## src/rtl/hhk_pkg.sv

```systemverilog
// Shared types for the operand issuer that feeds the iterative count-up adder.
package hhk_pkg;

  localparam int unsigned HHK_WIDTH = 11;

  typedef enum logic [1:0] {IDLE, ISSUE, WAIT, DRAIN} issuer_state_t;

  typedef struct packed {
    logic [HHK_WIDTH-1:0] a;
    logic [HHK_WIDTH-1:0] b;
  } hhk_pair_t;

endpackage

```

## src/rtl/hhk_operand_fifo.sv

```systemverilog
// Operand-pair FIFO: power-of-two depth, pointers wrap naturally, no pass-through when full.
module hhk_operand_fifo #(
  parameter int unsigned WIDTH = 11,
  parameter int unsigned DEPTH = 4
) (
  input  logic                     clk,
  input  logic                     rst,
  input  logic                     push,
  input  logic                     pop,
  input  logic [WIDTH-1:0]         wr_a,
  input  logic [WIDTH-1:0]         wr_b,
  output logic [WIDTH-1:0]         rd_a,
  output logic [WIDTH-1:0]         rd_b,
  output logic                     full,
  output logic                     empty,
  output logic [$clog2(DEPTH):0]   level
);

  localparam int unsigned AW = $clog2(DEPTH);

  typedef struct packed {
    logic [WIDTH-1:0] a;
    logic [WIDTH-1:0] b;
  } entry_t;

  entry_t        mem_q [DEPTH];
  entry_t        mem_d [DEPTH];
  logic [AW-1:0] wr_ptr_q, wr_ptr_d;
  logic [AW-1:0] rd_ptr_q, rd_ptr_d;
  logic [AW:0]   level_q, level_d;
  logic          do_push, do_pop;

  assign full    = (level_q == (AW+1)'(DEPTH));
  assign empty   = (level_q == '0);
  assign do_push = push && !full;
  assign do_pop  = pop && !empty;
  assign rd_a    = mem_q[rd_ptr_q].a;
  assign rd_b    = mem_q[rd_ptr_q].b;
  assign level   = level_q;

  always_comb begin
    mem_d    = mem_q;
    wr_ptr_d = wr_ptr_q;
    rd_ptr_d = rd_ptr_q;
    level_d  = level_q;
    if (do_push) begin
      mem_d[wr_ptr_q] = '{a: wr_a, b: wr_b};
      wr_ptr_d        = wr_ptr_q + AW'(1);
    end
    if (do_pop) begin
      rd_ptr_d = rd_ptr_q + AW'(1);
    end
    case ({do_push, do_pop})
      2'b10:   level_d = level_q + (AW+1)'(1);
      2'b01:   level_d = level_q - (AW+1)'(1);
      default: level_d = level_q;
    endcase
  end

  always_ff @(posedge clk or negedge rst) begin
    if (!rst) begin
      mem_q    <= '{default: '0};
      wr_ptr_q <= '0;
      rd_ptr_q <= '0;
      level_q  <= '0;
    end else begin
      mem_q    <= mem_d;
      wr_ptr_q <= wr_ptr_d;
      rd_ptr_q <= rd_ptr_d;
      level_q  <= level_d;
    end
  end

endmodule

```

## src/rtl/hhk_operand_issuer.sv

```systemverilog
// Buffers operand pairs and serialises them through the count-up adder one at a time.
// Optional result self-check and protocol assertion: define HHK_ISSUER_CHECK_EN.
module hhk_operand_issuer
  import hhk_pkg::*;
#(
  parameter int unsigned WIDTH = HHK_WIDTH,
  parameter int unsigned DEPTH = 4
) (
  input  logic                   clk,
  input  logic                   rst,
  input  logic                   in_valid,
  output logic                   in_ready,
  input  logic [WIDTH-1:0]       in_a,
  input  logic [WIDTH-1:0]       in_b,
  output logic                   issue_valid,
  input  logic                   issue_ready,
  output logic [WIDTH-1:0]       issue_a,
  output logic [WIDTH-1:0]       issue_b,
  input  logic                   done,
  input  logic [WIDTH-1:0]       res_in,
  output logic                   out_valid,
  input  logic                   out_ready,
  output logic [WIDTH-1:0]       out_a,
  output logic [WIDTH-1:0]       out_b,
  output logic [WIDTH-1:0]       out_res,
  output logic [$clog2(DEPTH):0] level
`ifdef HHK_ISSUER_CHECK_EN
 ,output logic                   chk_err
`endif
);

  issuer_state_t    state_q, state_d;
  logic             issue_valid_q, issue_valid_d;
  logic [WIDTH-1:0] issue_a_q, issue_a_d, issue_b_q, issue_b_d;
  logic             out_valid_q, out_valid_d;
  logic [WIDTH-1:0] out_a_q, out_a_d, out_b_q, out_b_d;
  logic [WIDTH-1:0] out_res_q, out_res_d;
  logic [WIDTH-1:0] head_a, head_b;
  logic             full, empty, pop;

  assign in_ready = !full;
  // The pop is the issue handshake itself; the head stays in the FIFO until then.
  assign pop = (state_q == ISSUE) && issue_valid_q && issue_ready;

  hhk_operand_fifo #(
    .WIDTH(WIDTH),
    .DEPTH(DEPTH)
  ) u_fifo (
    .clk   (clk),
    .rst   (rst),
    .push  (in_valid),
    .pop   (pop),
    .wr_a  (in_a),
    .wr_b  (in_b),
    .rd_a  (head_a),
    .rd_b  (head_b),
    .full  (full),
    .empty (empty),
    .level (level)
  );

`ifdef HHK_ISSUER_CHECK_EN
  logic             chk_err_q, chk_err_d;
  logic [WIDTH-1:0] exp_sum;
  assign exp_sum = out_a_q + out_b_q;
  assign chk_err = chk_err_q;
`endif

  always_comb begin
    state_d       = state_q;
    issue_valid_d = issue_valid_q;
    issue_a_d     = issue_a_q;
    issue_b_d     = issue_b_q;
    out_valid_d   = out_valid_q;
    out_a_d       = out_a_q;
    out_b_d       = out_b_q;
    out_res_d     = out_res_q;
`ifdef HHK_ISSUER_CHECK_EN
    chk_err_d     = chk_err_q;
`endif
    case (state_q)
      IDLE: if (!empty) begin
        state_d       = ISSUE;
        issue_valid_d = 1'b1;
        issue_a_d     = head_a;
        issue_b_d     = head_b;
      end
      ISSUE: if (issue_ready) begin
        state_d       = WAIT;
        issue_valid_d = 1'b0;
        out_a_d       = issue_a_q;
        out_b_d       = issue_b_q;
      end
      WAIT: if (done) begin
        state_d     = DRAIN;
        out_res_d   = res_in;
        out_valid_d = 1'b1;
`ifdef HHK_ISSUER_CHECK_EN
        chk_err_d   = chk_err_q || (res_in != exp_sum);
`endif
      end
      DRAIN: if (out_ready) begin
        state_d     = IDLE;
        out_valid_d = 1'b0;
      end
      default: state_d = IDLE;
    endcase
  end

  always_ff @(posedge clk or negedge rst) begin
    if (!rst) begin
      state_q       <= IDLE;
      issue_valid_q <= 1'b0;
      issue_a_q     <= '0;
      issue_b_q     <= '0;
      out_valid_q   <= 1'b0;
      out_a_q       <= '0;
      out_b_q       <= '0;
      out_res_q     <= '0;
`ifdef HHK_ISSUER_CHECK_EN
      chk_err_q     <= 1'b0;
`endif
    end else begin
      state_q       <= state_d;
      issue_valid_q <= issue_valid_d;
      issue_a_q     <= issue_a_d;
      issue_b_q     <= issue_b_d;
      out_valid_q   <= out_valid_d;
      out_a_q       <= out_a_d;
      out_b_q       <= out_b_d;
      out_res_q     <= out_res_d;
`ifdef HHK_ISSUER_CHECK_EN
      chk_err_q     <= chk_err_d;
`endif
    end
  end

`ifdef HHK_ISSUER_CHECK_EN
  always_ff @(posedge clk) begin
    if (rst) begin
      assert (!(issue_valid_q && (state_q == WAIT || state_q == DRAIN)));
    end
  end
`endif

  assign issue_valid = issue_valid_q;
  assign issue_a     = issue_a_q;
  assign issue_b     = issue_b_q;
  assign out_valid   = out_valid_q;
  assign out_a       = out_a_q;
  assign out_b       = out_b_q;
  assign out_res     = out_res_q;

endmodule

```

## config.mk

```make
export PLATFORM = sky130hd
export DESIGN_NAME = hhk_operand_issuer
export DESIGN_NICKNAME = d
export VERILOG_FILES = /design/src/rtl/hhk_pkg.sv /design/src/rtl/hhk_operand_fifo.sv /design/src/rtl/hhk_operand_issuer.sv
export SDC_FILE = /design/constraint.sdc
export NUM_CORES = 1
export LEC_CHECK = 0
export ABC_AREA = 1
export CAP_MARGIN = 20
export CELL_PAD_IN_SITES_DETAIL_PLACEMENT = 0
export CELL_PAD_IN_SITES_GLOBAL_PLACEMENT = 2
export CORE_UTILIZATION = 36
export DETAILED_ROUTE_END_ITERATION = 8
export PLACE_DENSITY_LB_ADDON = 0.25
export SYNTH_ARGS = -nofsm -noshare
export SYNTH_HDL_FRONTEND = slang
export SYNTH_SLANG_ARGS = --single-unit
```

## constraint.sdc

```tcl
create_clock -name clk -period 5.9 [get_ports clk]
set_clock_uncertainty 0.2 [all_clocks]
set_input_delay 0.59 -clock clk [delete_from_list [all_inputs] [get_ports clk]]
set_output_delay 0.59 -clock clk [all_outputs]
set_load 0.02 [all_outputs]
```

==> out/results.md, run 1 <==
| Parameter | Reported |
|---|---|
| Outcome | complete, no violations |
| Drt first-iter violations | 259 |
| Clock power frac | 21.0% |
| Req. time, crit path | 6.00 ns |
| Arrival time of data at the critical path endpoint | 3.65 ns |
| Highest metal layer with signal wires | met4 |
| Number of buffers inserted by port buffering | 99 |
| Clock-pin transition on the worst setup and hold timing paths | 0.06 ns |
| Switching share of power | 40.2% |
| Global-route wire length before repair | 27,100 microns |
| Total clock buffers created by CTS | 17 |
| Via/cell ratio | 4.37 |
| Post-Synth XOR/XNOR Area | 0.482% |
| Switching power summed over all nets | 2.07 mW |
| Antenna violations before repair | 0 |
| Combinational share of power | 43.2% |
| Count of instances resized after the clock tree is built | 0 |
| Count of vias placed by the detailed router | 5,307 |
| Post-CTS setup repair buffer count | 0 |
| CP endpoint kind | flop |
| Buffer levels on the longest clock path | 2 |
| Drc violations | 0 |
| Non-filler instance count after layout | 1,214 |
| Slew Limit Fails | 0 |
| IR drop worst, VDD | 0.202 mV |
| Depth of the most critical reg-to-reg path | 12 |
| Die Y-Extent | 144 microns |
| Leakage power summed over all cells | 4.50 nW |
| Sequential share of the synthesized area | 53.0% |
| Fin worst setup slack | 2.36 ns |
| Most common library cell in the layout ignoring fill and taps | nand2_1 |
| Final sum of negative setup slack | 0 ns |
| Post-route met1 wirelength | 8310 microns |
| Hold Violations, Final | 0 |
| First-pass iteration count of the detailed router | 5 |
| Insertion delay to the later sink of the worst-skew pair | 0.42 ns |
| Mux cell area share after synthesis | 0% |
| Sum of routed wire length over all layers | 15,900 microns |
| HPWL Detailed | 9780 microns |
| Min-delay worst type | in -> async |
| Overall fraction of global-route tracks in use | 17.0% |
| Net count after synthesis | 907 |
| Startpoint Class | flop |
| Number of global-route vias before repair | 5,281 |
| Pin count of the biggest net entering global routing | 103 |
| Detailed-routed wire length on met2 | 6780 microns |
| Number of H-tree levels | 4 |
| Detail Route met3 WL | 594 microns |
| Critical setup path kind | reg -> reg |
| Shortest period the worst path allows | 3.54 ns |
| Number of sinks driven by the clock tree | 154 |
| R2r endpoint | u_fifo.level[2]$_DFFE_PN0P_ |
| Fraction of final layout cells with drive strength greater than 1 | 11.2% |
| YS warnings | 0 |
| Post-synthesis compound-gate area fraction | 9.30% |
| Pre-CTS WS | 1.94 ns |
| Setup repair after global routing missed its margin | false |
| Final period util | 60.0% |
| Internal power | 3.07 mW |
| Cts-stage hold buffer count | 0 |
| Final weighted congestion of routability-driven global placement | 0.685 |
| Cells after DPL | 1,182 |
| Adder-cell share of the synthesized area | 2.00% |
| Number of different library cells in the post-synthesis netlist | 26 |
| Total die area | 20,800 sq um |
| Count of mapped cells out of synthesis | 857 |
| Worst slew pin tran | 0.962 ns |
| Proportion of power drawn by flip-flops and latches | 35.8% |
| Achievable clock frequency | 282 MHz |
| Max cap viols | 0 |
| Remaining global-route overflow | 0 |
| Floorplan row count | 51 |
| Max Fanout on Critical Path | 23 |
| Post-synthesis share of cell area spent on and, or, nand and nor gates | 26.6% |
| Avg Synthesized Cell Area | 8.48 sq um |
| Number of top-level pins | 100 |
| Count of nets left with antenna violations after detail routing | 0 |
| Width of the die | 144 microns |
| Number of inserted diodes | 0 |
| Post-detailed-placement cell area | 8300 sq um |
| Combined area of all synthesized cells | 7270 sq um |
| Final setup violation count | 0 |
| Synth-to-layout area growth | 22.2% |
| Synthesis-stage register bit count | 154 |
| Effective utilization at floorplan | 37.0% |
| Post-route cell area | 8880 sq um |
| Area of the core region | 19,700 sq um |
| Worst flop-to-flop path startpoint | state_q[1]$_DFFE_PN0P_ |
| R2r setup slk | 2.36 ns |
| Cell at the root of the clock tree | clkbuf_16 |
| Clock tree from TritonCTS | yes |
| Most frequent cells in the layout | nand2_1, dfrtp_1, clkdlybuf4s50_1, inv_1, o21ai_2 |
| Slew headroom | 35.8% |
| Final net count | 986 |
| Dominant combinational cell family by area after synthesis | simple AND/OR/NAND/NOR gates |
| Average routed wire per standard cell | 13.1 microns |
| Power Dens Cells | 578 nW/um^2 |
-- logic make-up after synthesis --
kind of cell	Yosys count
xor gates and xnor gates	4
adders and majority gates	11
and+or+nand+nor	470
AOI/OAI and AO/OA	93
DFF	154
buffers and inverters	125
-- stage by stage --
| stage | hold WS [ns] | power, mW | utilization [%] |
|---|---|---|---|
| 6_report | 0.0555 | 5.14 | 45.2 |
| 5_1_grt | 0.178 | 5.60 | 45.2 |
| 4_1_cts | 0.136 | 5.22 | 45.2 |
| 3_5_place_dp | 0.261 | 4.11 | 42.2 |
| 3_3_place_gp | 0.259 | 4.09 | 42.2 |
| 2_1_floorplan | 0.0944 | 3.41 | - |
-- final cells by class --
type                    count  area, sq um
fillers                  2031        10800
flip-flops and latches    154         3850
multi-input cells         578         2790
repair buffers            101         1010
clock buffers              21          460
well taps                 265          332
inverters                  84          315
clock inverters            11          121
-- cell usage after synthesis --
library cell  number  area share [%]
a21oi_1            1           0.069
buf_1              2            0.10
buf_2              8            0.55
buf_4              7            0.72
buf_6             16             2.5
clkbuf_1           8            0.41
dfrtp_1          154              53
fa_1               1            0.28
ha_1              10             1.7
inv_1             80             4.1
inv_2              4            0.21
nand2_1          363              19
nand2_2            1           0.086
nand3_1           26             1.8
nand3_4            5             1.2
nand3b_1           1            0.10
nand4_1            1           0.086
nor2_1            50             2.6
o21ai_0            4            0.28
o21ai_1           32             2.2
o21ai_2           56             6.7
or2_0             10            0.86
or2_1              7            0.60
or2_2              6            0.52
xnor2_1            2            0.24
xor2_1             2            0.24
-- sequential cells by signal, indices dropped and copies added (netlist names) --
signal and count:
issue_a 11, issue_b 11, issue_valid 1, out_a 11, out_b 11, out_res 11, out_valid 1, state_q 2
u_fifo.level 3, u_fifo.mem_q 88, u_fifo.rd_ptr_q 2, u_fifo.wr_ptr_q 2
-- metal layers --
layer	vias to the layer above	global-route usage [%]
li1	2777	-
met1	2417	23.8
met2	95	26.0
met3	18	3.05
met4	0	6.89
met5	-	0
-- power by group through the flow --
stage / Sequential, mW / Clock (mW) / Combinational [mW]
3_3_place_gp: 1.86 / 0 / 2.23
2_1_floorplan: 1.98 / 0 / 1.44
3_5_place_dp: 1.86 / 0 / 2.25
5_1_grt: 1.91 / 1.15 / 2.53
6_report: 1.84 / 1.08 / 2.22
4_1_cts: 1.85 / 1.11 / 2.26
-- worst max-delay path by stage --
stage	endpoint	cells past startpoint	start
after floorplan	u_fifo.level[2]$_DFFE_PN0P_	12	state_q[1]$_DFFE_PN0P_
after global placement	u_fifo.level[2]$_DFFE_PN0P_	11	issue_ready
after detailed placement	u_fifo.level[2]$_DFFE_PN0P_	11	issue_ready
after CTS	u_fifo.level[2]$_DFFE_PN0P_	12	state_q[1]$_DFFE_PN0P_
after global routing	u_fifo.level[2]$_DFFE_PN0P_	13	state_q[1]$_DFFE_PN0P_
final	u_fifo.level[2]$_DFFE_PN0P_	12	state_q[1]$_DFFE_PN0P_
-- critical path, cell delays in order (launching register included) --
cell	delay, ns
dfrtp_1	0.42
inv_1	0.12
ha_1	0.20
nand2_1	0.45
inv_1	0.72
nand3_1	0.25
inv_1	0.13
ha_1	0.17
inv_1	0.07
fa_1	0.38
nand2_1	0.08
nand3b_1	0.09
xor2_1	0.15
Power figures use the tool's default switching activity.
==> inputs of run 2 (changes only) <==
--- a/config.mk
+++ b/config.mk
@@ -9,7 +9,7 @@
 export CAP_MARGIN = 20
 export CELL_PAD_IN_SITES_DETAIL_PLACEMENT = 0
 export CELL_PAD_IN_SITES_GLOBAL_PLACEMENT = 2
-export CORE_UTILIZATION = 36
+export CORE_UTILIZATION = 30
 export DETAILED_ROUTE_END_ITERATION = 8
 export PLACE_DENSITY_LB_ADDON = 0.25
 export SYNTH_ARGS = -nofsm -noshare
==> constraint.sdc (replaced) <==
create_clock -name clk -period 3.08 [get_ports clk]
set_clock_uncertainty 0.2 [all_clocks]
set_input_delay 0.308 -clock clk [delete_from_list [all_inputs] [get_ports clk]]
set_output_delay 0.308 -clock clk [all_outputs]
set_load 0.02 [all_outputs]
==> out/results.md, run 2 (synthesized netlist as in run 1, its figures left out) <==
| Parameter | Reported | vs previous |
|---|---|---|
| Outcome | complete, no violations |  |
| Count of nets left with antenna violations after detail routing | 0 | unchanged |
| Startpoint Class | flop |  |
| Clock power frac | 22.3% | +1.3 points |
| Fraction of final layout cells with drive strength greater than 1 | 12.1% | +0.90 points |
| Depth of the most critical reg-to-reg path | 12 | unchanged |
| Final sum of negative setup slack | 0 ns | unchanged |
| Post-route cell area | 9110 sq um | +2.6% |
| Antenna violations before repair | 0 | unchanged |
| Final net count | 999 | +1.3% |
| Internal power | 6.14 mW | +100% |
| Switching power summed over all nets | 4.00 mW | +94% |
| Max Fanout on Critical Path | 4 | -83% |
| Slew Limit Fails | 0 | unchanged |
| HPWL Detailed | 11,000 microns | +13% |
| Overall fraction of global-route tracks in use | 15.3% | -1.7 points |
| Leakage power summed over all cells | 4.59 nW | +2.0% |
| Count of instances resized after the clock tree is built | 0 | unchanged |
| Number of sinks driven by the clock tree | 154 | unchanged |
| Shortest period the worst path allows | 2.37 ns | -1.17 ns |
| Power Dens Cells | 1110 nW/um^2 | +92% |
| Max FFs per register | 88 | unchanged |
| Number of buffers inserted by port buffering | 99 | unchanged |
| Effective utilization at floorplan | 30.8% | -6.2 points |
| Pin count of the biggest net entering global routing | 68 | -34% |
| Final setup violation count | 0 | unchanged |
| Final period util | 77.0% | +17 points |
| Top reg by flops | u_fifo.mem_q |  |
| Average routed wire per standard cell | 13.6 microns | +4.0% |
| Sum of routed wire length over all layers | 17,500 microns | +9.6% |
| Hold Violations, Final | 0 | unchanged |
| Combinational share of power | 43.5% | +0.3 points |
| Worst flop-to-flop path startpoint | state_q[1]$_DFFE_PN0P_ |  |
| Number of H-tree levels | 4 | unchanged |
| Global-route wire length before repair | 29,000 microns | +7.1% |
| Finished Core Util | 38.6% | -6.6 points |
| Buffer levels on the longest clock path | 2 | unchanged |
| Floorplan row count | 56 | +9.8% |
| Count of vias placed by the detailed router | 5,366 | +1.1% |
| Remaining global-route overflow | 0 | unchanged |
| Total clock buffers created by CTS | 17 | unchanged |
| Width of the die | 158 microns | +9.4% |
| Die Y-Extent | 158 microns | +9.4% |
| Number of top-level pins | 100 | unchanged |
| Drc violations | 0 | unchanged |
| Switching share of power | 39.4% | -0.77 points |
| Req. time, crit path | 3.18 ns | -2.82 ns |
| Setup repair after global routing missed its margin | false |  |
| Max cap viols | 0 | unchanged |
| Number of global-route vias before repair | 5,367 | +1.6% |
| End point of the critical path | u_fifo.level[2]$_DFFE_PN0P_ |  |
| Final hold slack | 0.164 ns | +0.108 ns |
| Insertion delay to the later sink of the worst-skew pair | 0.42 ns | about the same |
| Worst slew pin tran | 0.660 ns | -0.303 ns |
| Synth-to-layout area growth | 25.3% |  |
| Final weighted congestion of routability-driven global placement | 0.697 | +1.7% |
| R2r setup slk | 0.71 ns | -1.65 ns |
| Arrival time of data at the critical path endpoint | 2.47 ns | -1.18 ns |
| CP endpoint kind | flop |  |
| First-pass iteration count of the detailed router | 4 | -1 |
| Via/cell ratio | 4.19 | -4.1% |
| Post-detailed-placement cell area | 8470 sq um | +2.0% |
| Slew headroom | 56.0% | +20 points |
| Post-CTS setup repair buffer count | 0 | unchanged |
| R2r endpoint | u_fifo.level[2]$_DFFE_PN0P_ |  |
| Total die area | 24,900 sq um | +20% |
| Number of inserted diodes | 0 | unchanged |
| Drt first-iter violations | 331 | +28% |
| Proportion of power drawn by flip-flops and latches | 34.1% | -1.7 points |
| IR drop worst, VDD | 0.470 mV | +130% |
| Critical setup path kind | reg -> reg |  |
| Clock tree from TritonCTS | yes |  |
| Min-delay worst type | in -> async |  |
| Worst Setup SP | state_q[1]$_DFFE_PN0P_ |  |
| Area of the core region | 23,600 sq um | +20% |
| Cell at the root of the clock tree | clkbuf_16 |  |
| Most frequent cells in the layout | nand2_1, dfrtp_1, clkdlybuf4s50_1, inv_1, o21ai_2 |  |
| Clock-pin transition on the worst setup and hold timing paths | 0.06 ns | about the same |
| Achievable clock frequency | 422 MHz | +49% |
| Most common library cell in the layout ignoring fill and taps | nand2_1 |  |
[run 2: worst min path at each step]
stage               startpoint                     end  slack (ns)  cells after the start
floorplan                  rst  issue_a[0]$_DFFE_PN0P_       -0.19                      0
global placement           rst  out_res[1]$_DFFE_PN0P_        0.04                      1
detailed placement         rst  out_res[9]$_DFFE_PN0P_        0.04                      1
CTS                        rst  out_res[9]$_DFFE_PN0P_        0.16                      2
global route               rst  out_res[9]$_DFFE_PN0P_        0.20                      2
finish                     rst  out_res[9]$_DFFE_PN0P_        0.16                      2
[run 2: layout make-up]
type	instances	area [sq um]
Multi-Input combinational cell	578	2790
Clock buffer	19	433
Fill cell	2501	14500
Clock inverter	12	199
Tap cell	319	399
Sequential cell	154	3850
Timing Repair Buffer	114	1120
Inverter	84	315
[run 2: power by group through the flow]
stage / clock network [mW] / registers [mW] / logic, mW
3_3_place_gp: 0 / 3.48 / 4.49
2_1_floorplan: 0 / 3.79 / 2.75
4_1_cts: 2.34 / 3.46 / 4.54
3_5_place_dp: 0 / 3.49 / 4.51
6_report: 2.26 / 3.46 / 4.41
5_1_grt: 2.42 / 3.58 / 5.06
[run 2: critical path, stage by stage (launching register included)]
cell and delay [ns]:
dfrtp_1 0.41, inv_1 0.11, ha_1 0.19, nand2_1 0.08
inv_1 0.07, nand3_1 0.16, inv_1 0.12, ha_1 0.17
inv_1 0.06, fa_1 0.37, nand2_1 0.08, nand3b_1 0.08
xor2_1 0.14
[run 2: what timing repair did]
action,CTS,global route
hold buffers,1,0
hold endpoints to repair,35,0
endpoints found under the setup margin,0,0
[run 2: routing by layer]
layer  global-route usage, %  part of all wire [%]  vias up
li1                        -                     -     2806
met3                    3.31                   3.3        7
met4                    4.58                  0.71        0
met5                       0                     0        -
met1                    21.4                    51     2470
met2                    23.6                    45       83
[run 2: stage by stage]
stage | worst slack [ns] | power (mW) | cells
2_1_floorplan | 0.807 | 6.54 | 857
3_3_place_gp | 0.627 | 7.97 | 1248
3_5_place_dp | 0.594 | 8.00 | 1248
4_1_cts | 0.697 | 10.3 | 1280
5_1_grt | 0.491 | 11.1 | 1280
6_report | 0.710 | 10.1 | 1280
==> inputs of run 3 (changes only) <==
--- a/config.mk
+++ b/config.mk
@@ -9,7 +9,7 @@
 export CAP_MARGIN = 20
 export CELL_PAD_IN_SITES_DETAIL_PLACEMENT = 0
 export CELL_PAD_IN_SITES_GLOBAL_PLACEMENT = 2
-export CORE_UTILIZATION = 30
+export CORE_UTILIZATION = 33
 export DETAILED_ROUTE_END_ITERATION = 8
 export PLACE_DENSITY_LB_ADDON = 0.25
 export SYNTH_ARGS = -nofsm -noshare
==> constraint.sdc (replaced) <==
create_clock -name clk -period 2.4 [get_ports clk]
set_clock_uncertainty 0.2 [all_clocks]
set_input_delay 0.24 -clock clk [delete_from_list [all_inputs] [get_ports clk]]
set_output_delay 0.24 -clock clk [all_outputs]
set_load 0.02 [all_outputs]
==> out/results.md, run 3 (synthesized netlist as in run 1, its figures left out) <==
| Parameter | Reported | vs previous |
|---|---|---|
| Effective utilization at floorplan | 34.1% | +3.4 points |
| Final sum of negative setup slack | 0 ns | unchanged |
| Startpoint Class | flop |  |
| Width of the die | 150 microns | -4.6% |
| Largest delay contributor family on the critical path | adder cells |  |
| Max Fanout on Critical Path | 3 | -1 |
| Worst Setup SP | state_q[1]$_DFFE_PN0P_ |  |
| Number of inserted diodes | 0 | unchanged |
| Die Y-Extent | 150 microns | -4.6% |
| Max cap viols | 0 | unchanged |
| Post-route cell area | 9150 sq um | +0.48% |
| Most common library cell in the layout ignoring fill and taps | nand2_1 |  |
| Antenna violations before repair | 0 | unchanged |
| Pin count of the biggest net entering global routing | 56 | -18% |
| Achievable clock frequency | 448 MHz | +6.3% |
| Outcome | complete, no violations |  |
| Cell at the root of the clock tree | clkbuf_16 |  |
| Non-filler instance count after layout | 1,243 | -2.9% |
| Leakage power summed over all cells | 4.65 nW | +1.3% |
| Fillers | 2,151 | -14% |
| Power Dens Cells | 1420 nW/um^2 | +27% |
| Via/cell ratio | 4.36 | +3.9% |
| Max FFs per register | 88 | unchanged |
| Number of global-route vias before repair | 5,206 | -3.0% |
| Count of buffer and inverter cells on the critical path | 4 | unchanged |
| Clock-pin transition on the worst setup and hold timing paths | 0.06 ns | about the same |
| Slew Limit Fails | 0 | unchanged |
| Arrival time of data at the critical path endpoint | 2.34 ns | -0.13 ns |
| Shortest period the worst path allows | 2.23 ns | -0.140 ns |
| Finished Core Util | 43.0% | +4.4 points |
| CP peak stage delay | 0.41 ns | about the same |
| Buffer levels on the longest clock path | 2 | unchanged |
| Remaining global-route overflow | 0 | unchanged |
| Clock tree from TritonCTS | yes |  |
| Top reg by flops | u_fifo.mem_q |  |
| Critical setup path kind | reg -> reg |  |
| Final period util | 92.9% | +16 points |
| Final weighted congestion of routability-driven global placement | 0.707 | +1.5% |
| Count of nets left with antenna violations after detail routing | 0 | unchanged |
| Cells after DPL | 1,209 | -3.1% |
| Number of H-tree levels | 4 | unchanged |
| Hold Violations, Final | 0 | unchanged |
| Req. time, crit path | 2.51 ns | -0.67 ns |
| IR drop worst, VDD | 0.533 mV | +13% |
| Most frequent CP cell | inv_1 |  |
| CP endpoint kind | flop |  |
| Average routed wire per standard cell | 13.3 microns | -2.3% |
| Insertion delay to the later sink of the worst-skew pair | 0.42 ns | about the same |
| Total die area | 22,600 sq um | -9.0% |
| Overall fraction of global-route tracks in use | 16.1% | +0.76 points |
| Drc violations | 0 | unchanged |
| Setup repair after global routing missed its margin | false |  |
| Fraction of final layout cells with drive strength greater than 1 | 12.8% | +0.74 points |
| First-pass iteration count of the detailed router | 5 | +1 |
| HPWL Detailed | 10,900 microns | -1.0% |
| Slew headroom | 60.7% | +4.7 points |
| Final net count | 1,005 | +0.60% |
| Number of sinks driven by the clock tree | 154 | unchanged |
| Most frequent cells in the layout | nand2_1, dfrtp_1, clkdlybuf4s50_1, inv_1, o21ai_2 |  |
| Critical Path Slowest Stage Cell | dfrtp_1 |  |
| Worst slew pin tran | 0.590 ns | -0.0701 ns |
| Final setup violation count | 0 | unchanged |
| Area of the core region | 21,300 sq um | -9.9% |
| Sum of routed wire length over all layers | 16,600 microns | -5.1% |
| List of cells traversed by the critical path | inv_2 > ha_1 > nand2_1 > inv_1 > nand3_1 > inv_1 > ha_1 > inv_1 > fa_1 > nand2_1 > nand3b_1 > xor2_1 |  |
| Drt first-iter violations | 284 | -14% |
| Start point of the worst min-delay path | res_in[10] |  |
| Count of vias placed by the detailed router | 5,416 | +0.93% |
| Number of top-level pins | 100 | unchanged |
| Floorplan row count | 53 | -5.4% |
| Total clock buffers created by CTS | 17 | unchanged |
| Number of buffers inserted by port buffering | 99 | unchanged |
| Worst flop-to-flop path startpoint | state_q[1]$_DFFE_PN0P_ |  |
| Post-detailed-placement cell area | 8520 sq um | +0.68% |
| Min-delay worst type | in -> reg |  |
| Synth-to-layout area growth | 25.9% |  |
| Global-route wire length before repair | 27,700 microns | -4.5% |
## run 3: worst paths after layout
| path | slack [ns] | cells past startpoint | end |
|---|---|---|---|
| setup / recovery | 0.17 | 12 | u_fifo.level[2]$_DFFE_PN0P_ |
| hold / removal | 0.15 | 3 | out_res[10]$_DFFE_PN0P_ |
| setup reg to reg | 0.17 | 12 | u_fifo.level[2]$_DFFE_PN0P_ |
| hold reg to reg | 0.28 | 2 | out_b[7]$_DFFE_PN0P_ |
| max in group asynchronous | 1.21 | 3 | u_fifo.mem_q[47]$_DFFE_PN0P_ |
| min in group asynchronous | 0.16 | 2 | state_q[0]$_DFFE_PN0P_ |
## run 3: layout make-up
type	count	area, sq um	share of cell area, %
flip-flops and latches	154	3850	42.1
multi-input cells	578	2790	30.5
repair buffers	120	1240	13.5
clock buffers	20	447	4.88
well taps	275	344	3.76
inverters	84	315	3.45
clock inverters	12	164	1.79
## run 3: metrics by stage
step | hold slack (ns) | setup WS, ns | total power, mW
floorplan | -0.256 | 0.127 | 8.39
global placement | 0.0617 | 0.0741 | 10.3
detailed placement | 0.0583 | 0.0871 | 10.3
CTS | 0.133 | 0.104 | 13.2
global route | 0.149 | 0.00459 | 14.1
finish | 0.150 | 0.170 | 13.0
## run 3: layer usage
metal,vias up,routed length [microns],GRT usage (%),share of wire [%]
li1,2830,-,-,-
met1,2470,8690,23.0,52
met2,101,7140,24.2,43
met3,15,562,3.21,3.4
met4,0,188,5.30,1.1
met5,-,0,0,0
## run 3: power breakdown
part / internal (mW) / leakage (nW) / switching, mW / total, mW
Clock: 1.68 / 0.296 / 1.11 / 2.79
Sequential: 3.77 / 1.94 / 0.656 / 4.43
Combinational: 2.35 / 2.41 / 3.41 / 5.76
Total: 7.80 / 4.65 / 5.17 / 13.0
## run 3: worst register-to-register path: cells and delay by family (launching register included)
family | cells | cell delay, ns
xor+xnor | 1 | 0.14
fa+ha+maj | 3 | 0.71
buf+inv | 4 | 0.32
flops | 1 | 0.41
simple gates | 4 | 0.35
## run 3: timing repair
| item | CTS | global route |
|---|---|---|
| endpoints found under the setup margin | 0 | 1 |
| gates resized for setup | 0 | 1 |
| hold buffers | 1 | 0 |
| hold endpoints to repair | 52 | 0 |
| buffers inserted | 0 | 1 |
